### config.mk
export PLATFORM = sky130hd
export DESIGN_NAME = activity_indicator_flat
export DESIGN_NICKNAME = d
export VERILOG_FILES = /design/src/rtl/activity_indicator_if.sv /design/src/rtl/activity_indicator.sv /design/src/flat_wrapper.sv
export SDC_FILE = /design/constraint.sdc
export NUM_CORES = 1
export LEC_CHECK = 0
export BUFFER_PORTS_ARGS = -buffer_cell sky130_fd_sc_hd__buf_2
export CORE_UTILIZATION = 45
export CTS_CLUSTER_DIAMETER = 30
export DETAILED_ROUTE_END_ITERATION = 7
export GPL_TIMING_DRIVEN = 0
export PLACE_DENSITY_LB_ADDON = 0.05
export SETUP_SLACK_MARGIN = 0.02
export SLEW_MARGIN = 20
export SYNTH_ARGS = -nofsm -noshare
export SYNTH_HDL_FRONTEND = slang
export SYNTH_SLANG_ARGS = --single-unit
### constraint.sdc
create_clock -name clk -period 3.43 [get_ports clk]
set_input_delay 0.686 -clock clk [delete_from_list [all_inputs] [get_ports clk]]
set_output_delay 0.686 -clock clk [all_outputs]
set_load 0.02 [all_outputs]
### src/rtl/activity_indicator_if.sv
// activity_indicator_if
//   Board-side signal bundle for activity_indicator.
//   activity    : per-channel activity pulses (synchronous to clk)
//   blink_en    : per-channel mode, 0 = stretch, 1 = blink
//   btn_n       : raw active-low reset button (asynchronous)
//   led         : per-channel indicator outputs
//   window_tick : one-cycle pulse after every window boundary
//   rst_req     : fixed-width reset request for the SoC
//   master = board/stimulus side, slave = activity_indicator.
`timescale 1ns/1ps
interface activity_indicator_if #(
    parameter int NUM_CH = 4
) ();
    logic [NUM_CH-1:0] activity;
    logic [NUM_CH-1:0] blink_en;
    logic              btn_n;
    logic [NUM_CH-1:0] led;
    logic              window_tick;
    logic              rst_req;

    modport master (
        output activity,
        output blink_en,
        output btn_n,
        input  led,
        input  window_tick,
        input  rst_req
    );

    modport slave (
        input  activity,
        input  blink_en,
        input  btn_n,
        output led,
        output window_tick,
        output rst_req
    );
endinterface

### src/rtl/activity_indicator.sv
// activity_indicator
//   Stretches short activity pulses into LED windows of 2^WINDOW_BITS cycles
//   (per-channel stretch or blink), and turns a debounced press of the board
//   reset button into a RST_PULSE_CYCLES-wide reset request.
//   Ports:
//     clk   : system clock
//     rst_n : asynchronous active-low reset
//     bus   : activity_indicator_if.slave (activity, blink_en, btn_n in;
//             led, window_tick, rst_req out, all outputs straight from flops)
`timescale 1ns/1ps
module activity_indicator #(
    parameter int NUM_CH           = 4,
    parameter int WINDOW_BITS      = 20,
    parameter int DEBOUNCE_CYCLES  = 50000,
    parameter int RST_PULSE_CYCLES = 16
) (
    input  logic                  clk,
    input  logic                  rst_n,
    activity_indicator_if.slave   bus
);

    localparam int DB_W    = $clog2(DEBOUNCE_CYCLES + 1);
    localparam int PULSE_W = $clog2(RST_PULSE_CYCLES + 1);

    localparam logic [WINDOW_BITS-1:0] WIN_ZERO   = {WINDOW_BITS{1'b0}};
    localparam logic [WINDOW_BITS-1:0] WIN_ONE    = {{(WINDOW_BITS-1){1'b0}}, 1'b1};
    localparam logic [WINDOW_BITS-1:0] WIN_ONES   = {WINDOW_BITS{1'b1}};
    localparam logic [DB_W-1:0]        DB_ZERO    = {DB_W{1'b0}};
    localparam logic [DB_W-1:0]        DB_ONE     = {{(DB_W-1){1'b0}}, 1'b1};
    // Firing on the last mismatch count makes btn_db change exactly
    // DEBOUNCE_CYCLES edges after btn_s changes.
    localparam logic [DB_W-1:0]        DB_LAST    = DB_W'(DEBOUNCE_CYCLES - 1);
    localparam logic [PULSE_W-1:0]     PULSE_ZERO = {PULSE_W{1'b0}};
    localparam logic [PULSE_W-1:0]     PULSE_ONE  = {{(PULSE_W-1){1'b0}}, 1'b1};
    localparam logic [PULSE_W-1:0]     PULSE_LOAD = PULSE_W'(RST_PULSE_CYCLES);

    logic [WINDOW_BITS-1:0] window_cnt_r;
    logic [NUM_CH-1:0]      seen_r;
    logic [NUM_CH-1:0]      led_r;
    logic                   window_tick_r;
    logic                   boundary_s;
    logic [NUM_CH-1:0]      hit_s;
    logic [NUM_CH-1:0]      led_nxt_s;

    logic                   btn_meta_r;
    logic                   btn_sync_r;
    logic                   btn_s;
    logic                   btn_db_r;
    logic [DB_W-1:0]        db_cnt_r;
    logic                   db_mismatch_s;
    logic                   db_fire_s;
    logic                   press_s;
    logic                   press_r;
    logic [PULSE_W-1:0]     pulse_cnt_r;
    logic [PULSE_W-1:0]     pulse_nxt_s;
    logic                   rst_req_r;

    assign bus.led         = led_r;
    assign bus.window_tick = window_tick_r;
    assign bus.rst_req     = rst_req_r;
    assign btn_s           = btn_sync_r;

    // Boundary detect and next LED value per channel.
    always_comb begin
        boundary_s = (window_cnt_r == WIN_ZERO);
        hit_s      = seen_r | bus.activity;
        // Stretch: led = hit. Blink: led = hit ? ~led : 0.
        led_nxt_s  = hit_s & ~(bus.blink_en & led_r);
    end

    // Free-running down-counter; wraps from 0 back to all ones.
    always_ff @(posedge clk or negedge rst_n) begin
        if (!rst_n) begin
            window_cnt_r <= WIN_ONES;
        end else begin
            window_cnt_r <= window_cnt_r - WIN_ONE;
        end
    end

    // Seen flags, LED update and window tick.
    always_ff @(posedge clk or negedge rst_n) begin
        if (!rst_n) begin
            seen_r        <= {NUM_CH{1'b0}};
            led_r         <= {NUM_CH{1'b0}};
            window_tick_r <= 1'b0;
        end else begin
            window_tick_r <= boundary_s;
            if (boundary_s) begin
                // Activity in the boundary cycle is already folded into hit_s.
                seen_r <= {NUM_CH{1'b0}};
                led_r  <= led_nxt_s;
            end else begin
                seen_r <= seen_r | bus.activity;
                led_r  <= led_r;
            end
        end
    end

    // Two-flop synchroniser for the raw button, idle high.
    always_ff @(posedge clk or negedge rst_n) begin
        if (!rst_n) begin
            btn_meta_r <= 1'b1;
            btn_sync_r <= 1'b1;
        end else begin
            btn_meta_r <= bus.btn_n;
            btn_sync_r <= btn_meta_r;
        end
    end

    // Debounce decision and press detection.
    always_comb begin
        db_mismatch_s = (btn_s != btn_db_r);
        db_fire_s     = db_mismatch_s && (db_cnt_r == DB_LAST);
        press_s       = db_fire_s && !btn_s;
    end

    // Debounce counter and debounced button state.
    always_ff @(posedge clk or negedge rst_n) begin
        if (!rst_n) begin
            db_cnt_r <= DB_ZERO;
            btn_db_r <= 1'b1;
            press_r  <= 1'b0;
        end else begin
            press_r <= press_s;
            if (!db_mismatch_s) begin
                db_cnt_r <= DB_ZERO;
                btn_db_r <= btn_db_r;
            end else if (db_fire_s) begin
                db_cnt_r <= DB_ZERO;
                btn_db_r <= btn_s;
            end else begin
                db_cnt_r <= db_cnt_r + DB_ONE;
                btn_db_r <= btn_db_r;
            end
        end
    end

    // Next pulse count: load on a press (also reloads an active pulse).
    always_comb begin
        if (press_r) begin
            pulse_nxt_s = PULSE_LOAD;
        end else if (pulse_cnt_r != PULSE_ZERO) begin
            pulse_nxt_s = pulse_cnt_r - PULSE_ONE;
        end else begin
            pulse_nxt_s = PULSE_ZERO;
        end
    end

    // Pulse counter; rst_req registered from the next count so it is a flop.
    always_ff @(posedge clk or negedge rst_n) begin
        if (!rst_n) begin
            pulse_cnt_r <= PULSE_ZERO;
            rst_req_r   <= 1'b0;
        end else begin
            pulse_cnt_r <= pulse_nxt_s;
            rst_req_r   <= (pulse_nxt_s != PULSE_ZERO);
        end
    end

endmodule
### src/flat_wrapper.sv
// flat-port wrapper written by rule: the top's interface ports become plain ports
module activity_indicator_flat 
#(
    parameter int NUM_CH           = 4,
    parameter int WINDOW_BITS      = 20,
    parameter int DEBOUNCE_CYCLES  = 50000,
    parameter int RST_PULSE_CYCLES = 16
)
  (clk, rst_n, bus_activity, bus_blink_en, bus_btn_n, bus_led, bus_window_tick, bus_rst_req);
  activity_indicator_if #(.NUM_CH(NUM_CH)) bus_i ();
  input  logic clk;
  input  logic rst_n;
  input wire logic [$bits(bus_i.activity)-1:0] bus_activity;
  input wire logic [$bits(bus_i.blink_en)-1:0] bus_blink_en;
  input wire logic [$bits(bus_i.btn_n)-1:0] bus_btn_n;
  output wire logic [$bits(bus_i.led)-1:0] bus_led;
  output wire logic [$bits(bus_i.window_tick)-1:0] bus_window_tick;
  output wire logic [$bits(bus_i.rst_req)-1:0] bus_rst_req;
  assign bus_i.activity = bus_activity;
  assign bus_i.blink_en = bus_blink_en;
  assign bus_i.btn_n = bus_btn_n;
  assign bus_led = bus_i.led;
  assign bus_window_tick = bus_i.window_tick;
  assign bus_rst_req = bus_i.rst_req;
  activity_indicator #(.NUM_CH(NUM_CH), .WINDOW_BITS(WINDOW_BITS), .DEBOUNCE_CYCLES(DEBOUNCE_CYCLES), .RST_PULSE_CYCLES(RST_PULSE_CYCLES)) u_core (.clk(clk), .rst_n(rst_n), .bus(bus_i));
endmodule
Word-level counts from Yosys, hierarchy flattened
Index checks and enable logic that the tools add are counted.
{"block": "totals", "regBits": 55, "input_bits": 11, "wordCells": 32}
{"block": "op_classes", "n_addsub": 3, "eq_ne": 2, "mux": 5, "n_bitwise": 4, "reduce_logical": 7}
{"op": "two-way mux 16 bit", "count": 2}
{"op": "zero test 20 bit", "count": 1}
{"op": "subtractor 20 x 1 -> 20 bit (second input constant)", "count": 1}
{"op": "adder 16 x 1 -> 16 bit (second input constant)", "count": 1}
{"op": "== test 16 bit (second input constant)", "count": 1}
{"op": "two-way mux 5 bit", "count": 2}
{"op": "nonzero test 5 bit", "count": 2}
{"op": "AND 4 bit", "count": 2}
{"op": "subtractor 5 x 1 -> 5 bit (second input constant)", "count": 1}
{"op": "two-way mux 4 bit", "count": 1}
{"op": "NOT 4 bit", "count": 1}
{"op": "bitwise OR 4 bit", "count": 1}
{"op": "logical AND 1 bit", "count": 2}
{"op": "AND reduction 2 bit", "count": 1}
{"op": "zero test 1 bit", "count": 1}
{"op": "inequality test 1 bit", "count": 1}

Longest topological paths before layout
{"block": "logic_depth", "word_depth": 4, "ltp_mapped": 6, "depth_no_buf": 5}

Least setup slack after synthesis
OpenSTA, ideal clock, no wires.
{"block": "synth_path", "kind": "reg2reg", "from": "reg u_core.window_cnt_r[16]", "to": "reg u_core.led_r[0] (netlist: u_core.bus.led[0])", "setup_time_ns": 0.125, "arrival_time_ns": 1.935, "path_slack_ns": 1.370, "path_stages_with_launch": 5, "synth_period_minus_slack_ns": 2.060, "cell_sequence": "dfstp_2 -> or4_1 -> or3_4 -> nor4_4 -> mux2_2"}
{"block": "synth_between", "elab_chain_cells": 1}
{"element": "from (decl)", "line": "activity_indicator.sv:37", "source": "logic [WINDOW_BITS-1:0] window_cnt_r;"}
{"element": "from (signal assigned)", "line": "activity_indicator.sv:76", "source": "window_cnt_r <= window_cnt_r - WIN_ONE;"}
{"element": "zero test 20 bit", "line": "activity_indicator.sv:65", "source": "boundary_s = (window_cnt_r == WIN_ZERO);"}
{"element": "named net u_core.boundary_s", "line": "activity_indicator.sv:41", "source": "logic boundary_s;"}
{"element": "to (signal assigned)", "line": "activity_indicator.sv:84", "source": "led_r <= {NUM_CH{1'b0}};"}
{"element": "to (signal assigned)", "line": "activity_indicator.sv:91", "source": "led_r <= led_nxt_s;"}
{"element": "to (signal assigned)", "line": "activity_indicator.sv:94", "source": "led_r <= led_r;"}
{"element": "to (decl)", "line": "activity_indicator.sv:39", "source": "logic [NUM_CH-1:0] led_r;"}
The timed path passes the listed nets, and every way through them passes these cells.
A chain may end at the register's enable or synchronous reset.

Final worst setup path
{"block": "layout_path", "from": "reg u_core.window_cnt_r[5]", "to": "reg u_core.led_r[1] (netlist: u_core.bus.led[1])"}
The elaborated chain is that of the path after synthesis.

==> reports/qor.yml <==
cts_buffers: 5
wl_per_cell_microns: 12.7
fin_crit_ns: 2.34
async_flop_share: 1.00
arrival_ns: 2.53
std_cell_rows: 26
multi_input_area_sq_um: 948
initial_core_util: 0.468
power_frac_clock: 0.325
synth_nets: 223
synth_top_area_frac: 0.335
leakagePower_nw: 1.05
wl_microns: 3820
synthTopCellsByCount: "nor2_1, dfrtp_1, xnor2_1, dfstp_2, xor2_1"
cp_data_required_time_ns: 3.62
power_mw: 1.03
maxSlewViolCount: 0
cts.htree.levels: 2
ys_ff_latch: 55
clk_path_buf_depth: 2
grt_pass1_wl_microns: 6610
hpwl_microns: 2650
fin_setup_tns_ns: 0
design.die.area_sq_um: 5610
yosys.cell_types.count: 28
clkLatencyLatePin_ns: 0.30
min_from: "u_core.btn_meta_r$_DFF_PN1_"
cts_resized: 0
timing.rr.start: "u_core.window_cnt_r[5]$_DFF_PN1_"
fin_crit_sh: 0.681
cp-start-kind: "register"
p_switching_uw: 222
cts_setup_buffers: 0
irDropWorstVdd_mv: 0.161
first_pass_iters: 4
syn-cell-area_sq_um: 2390
num_io_pins: 17
fillers: 469
routed_via_density: 5.11
combinationalPowerShare: 0.034
crit_fanout: 9
synth_edf_count: 0
cts_tree: "yes"
grt.overflow.total: 0
dpl_cell_area_sq_um: 2560
die_h_microns: 74.9
regArea_sq_um: 1410
worstSetupPathType: "register to register"
clock_skew_ns: 0.00566
root_buffer: "clkbuf_8"
rsz0062_at_grt: "false"
clock-sinks: 55
syn_to_final_growth_pct: 10.5
end_kind: "register"
synth_flop_cell: "dfrtp_1"
first_iter_violations: 48
core_area_sq_um: 5110
yosysWarnings: 0
post-synth-top-area-cell: "dfrtp_1"
grt_pass1_vias: 1478
min_path_type: "register to register"
ant_nets: 0
p_seq_frac: 0.641
seq_area_frac_synth: 0.588
maxCapViolations: 0
yosysMostFrequentCell: "nor2_1"
antenna_found_initial: 0
cts.reportedPaths.clkPinSlew_ns: 0.09
syn_avg_cell_area_sq_um: 11.5
drc: 0
stdcell_area_sq_um: 2640
ys_top_cells_by_area: "dfrtp_1, dfstp_2, xnor2_1"
drive_gt1_frac: 0.233
synthCells: 208
diodes: 0
internal-power_uw: 812
track_usage: 0.158
final-setup-viol-count: 0
startpoint: "u_core.window_cnt_r[5]$_DFF_PN1_"
cts_hold_buf: 0
finalWorstSetupSlack_ns: 1.09
max_freq_ghz: 0.428
final_core_utilization: 0.517
vias: 1542
worstMarginPinSlew_ns: 0.660
grt_start_max_net_pins: 56
status: "finished clean"
finalWeightedCongestion: 0.830
io_buffer_count: 16
switching_share: 0.214
powerDensity_nw_per_um2: 391
num-nets-final: 246
finalHoldViolCount: 0
max_slew_margin: 0.556
dp_slack_ns: 1.11
die_w_microns: 74.9
-- placed cells by master, fill, tap and decap left out, types with 6 or more instances in the layout --
| cell | count |
|---|---|
| buf_2 | 15 |
| dfrtp_1 | 32 |
| dfstp_2 | 23 |
| inv_1 | 8 |
| nand2_1 | 6 |
| nand3_1 | 10 |
| nand4_1 | 8 |
| nor2_1 | 37 |
| nor3_1 | 10 |
| xnor2_1 | 24 |
| xor2_1 | 11 |
-- power by group through the flow --
| stage | sequential, mW | clock (mW) | combinational (mW) |
|---|---|---|---|
| global route | 0.664 | 0.380 | 0.0404 |
| global placement | 0.673 | 0 | 0.0349 |
| CTS | 0.663 | 0.357 | 0.0368 |
| floorplan | 0.676 | 0 | 0.0102 |
| finish | 0.662 | 0.336 | 0.0352 |
| detailed placement | 0.674 | 0 | 0.0365 |
-- state kept, by name, summed over array words and instances (netlist names) --
signal and flops:
u_core.press_r 1, u_core.btn_meta_r 1, u_core.bus.led 4, u_core.seen_r 4, u_core.pulse_cnt_r 5, u_core.btn_db_r 1
u_core.bus.window_tick 1, u_core.window_cnt_r 20, u_core.btn_s 1, u_core.db_cnt_r 16, u_core.bus.rst_req 1
-- kinds of logic after synthesis --
family,count (synthesis),synth area share
adder cells (fa/ha/maj),4,0.0209
AO/OA/AOI/OAI,7,0.0178
AND/OR/NAND/NOR,92,0.206
multiplexers,5,0.0235
flip-flops,55,0.588
XOR/XNOR,35,0.128
buffers and inverters,10,0.0157
-- worst max-delay path: stages (launching register included) --
cell and delay, ns:
dfstp_2 0.39, nor4_2 0.62, nand3_1 0.26, nor4_4 0.55
mux2_2 0.40
-- layer usage --
layer  global-route usage  vias up  routed length, microns
met5                    0        -                       0
met4               0.0692        0                      69
met3               0.0402        6                     112
met2                0.256       19                    1890
met1                0.200      766                    1750
li1                     -      751                       -
-- path summary, 6_finish.rpt --
| check | end | slack [ns] | depth (start not counted) |
|---|---|---|---|
| worst max-delay path | u_core.bus.led[1]$_DFFE_PN0P_ | 1.09 | 4 |
| worst max register to register | u_core.bus.led[1]$_DFFE_PN0P_ | 1.09 | 4 |
| worst min register to register | u_core.btn_s$_DFF_PN1_ | 0.36 | 0 |
| min in group asynchronous | u_core.bus.rst_req$_DFF_PN0_ | 0.41 | 1 |
| max in group asynchronous | u_core.db_cnt_r[14]$_DFF_PN0_ | 2.59 | 1 |
| worst min-delay path | u_core.btn_s$_DFF_PN1_ | 0.36 | 0 |
-- through the flow --
step,cells,hold WS (ns)
after detailed placement,294,0.347
after floorplan,208,0.345
after CTS,302,0.357
after global routing,302,0.362
final,302,0.358
after global placement,294,0.350
-- final cells by class --
type	instances	share of cell area
Sequential cell	55	0.532
Multi-Input combinational cell	143	0.359
Tap cell	70	0.0331
Timing Repair Buffer	16	0.0313
Clock buffer	7	0.0289
Inverter	8	0.0114
Buffer	2	0.00284
Clock inverter	1	0.00189
Power figures use the tool's default switching activity.
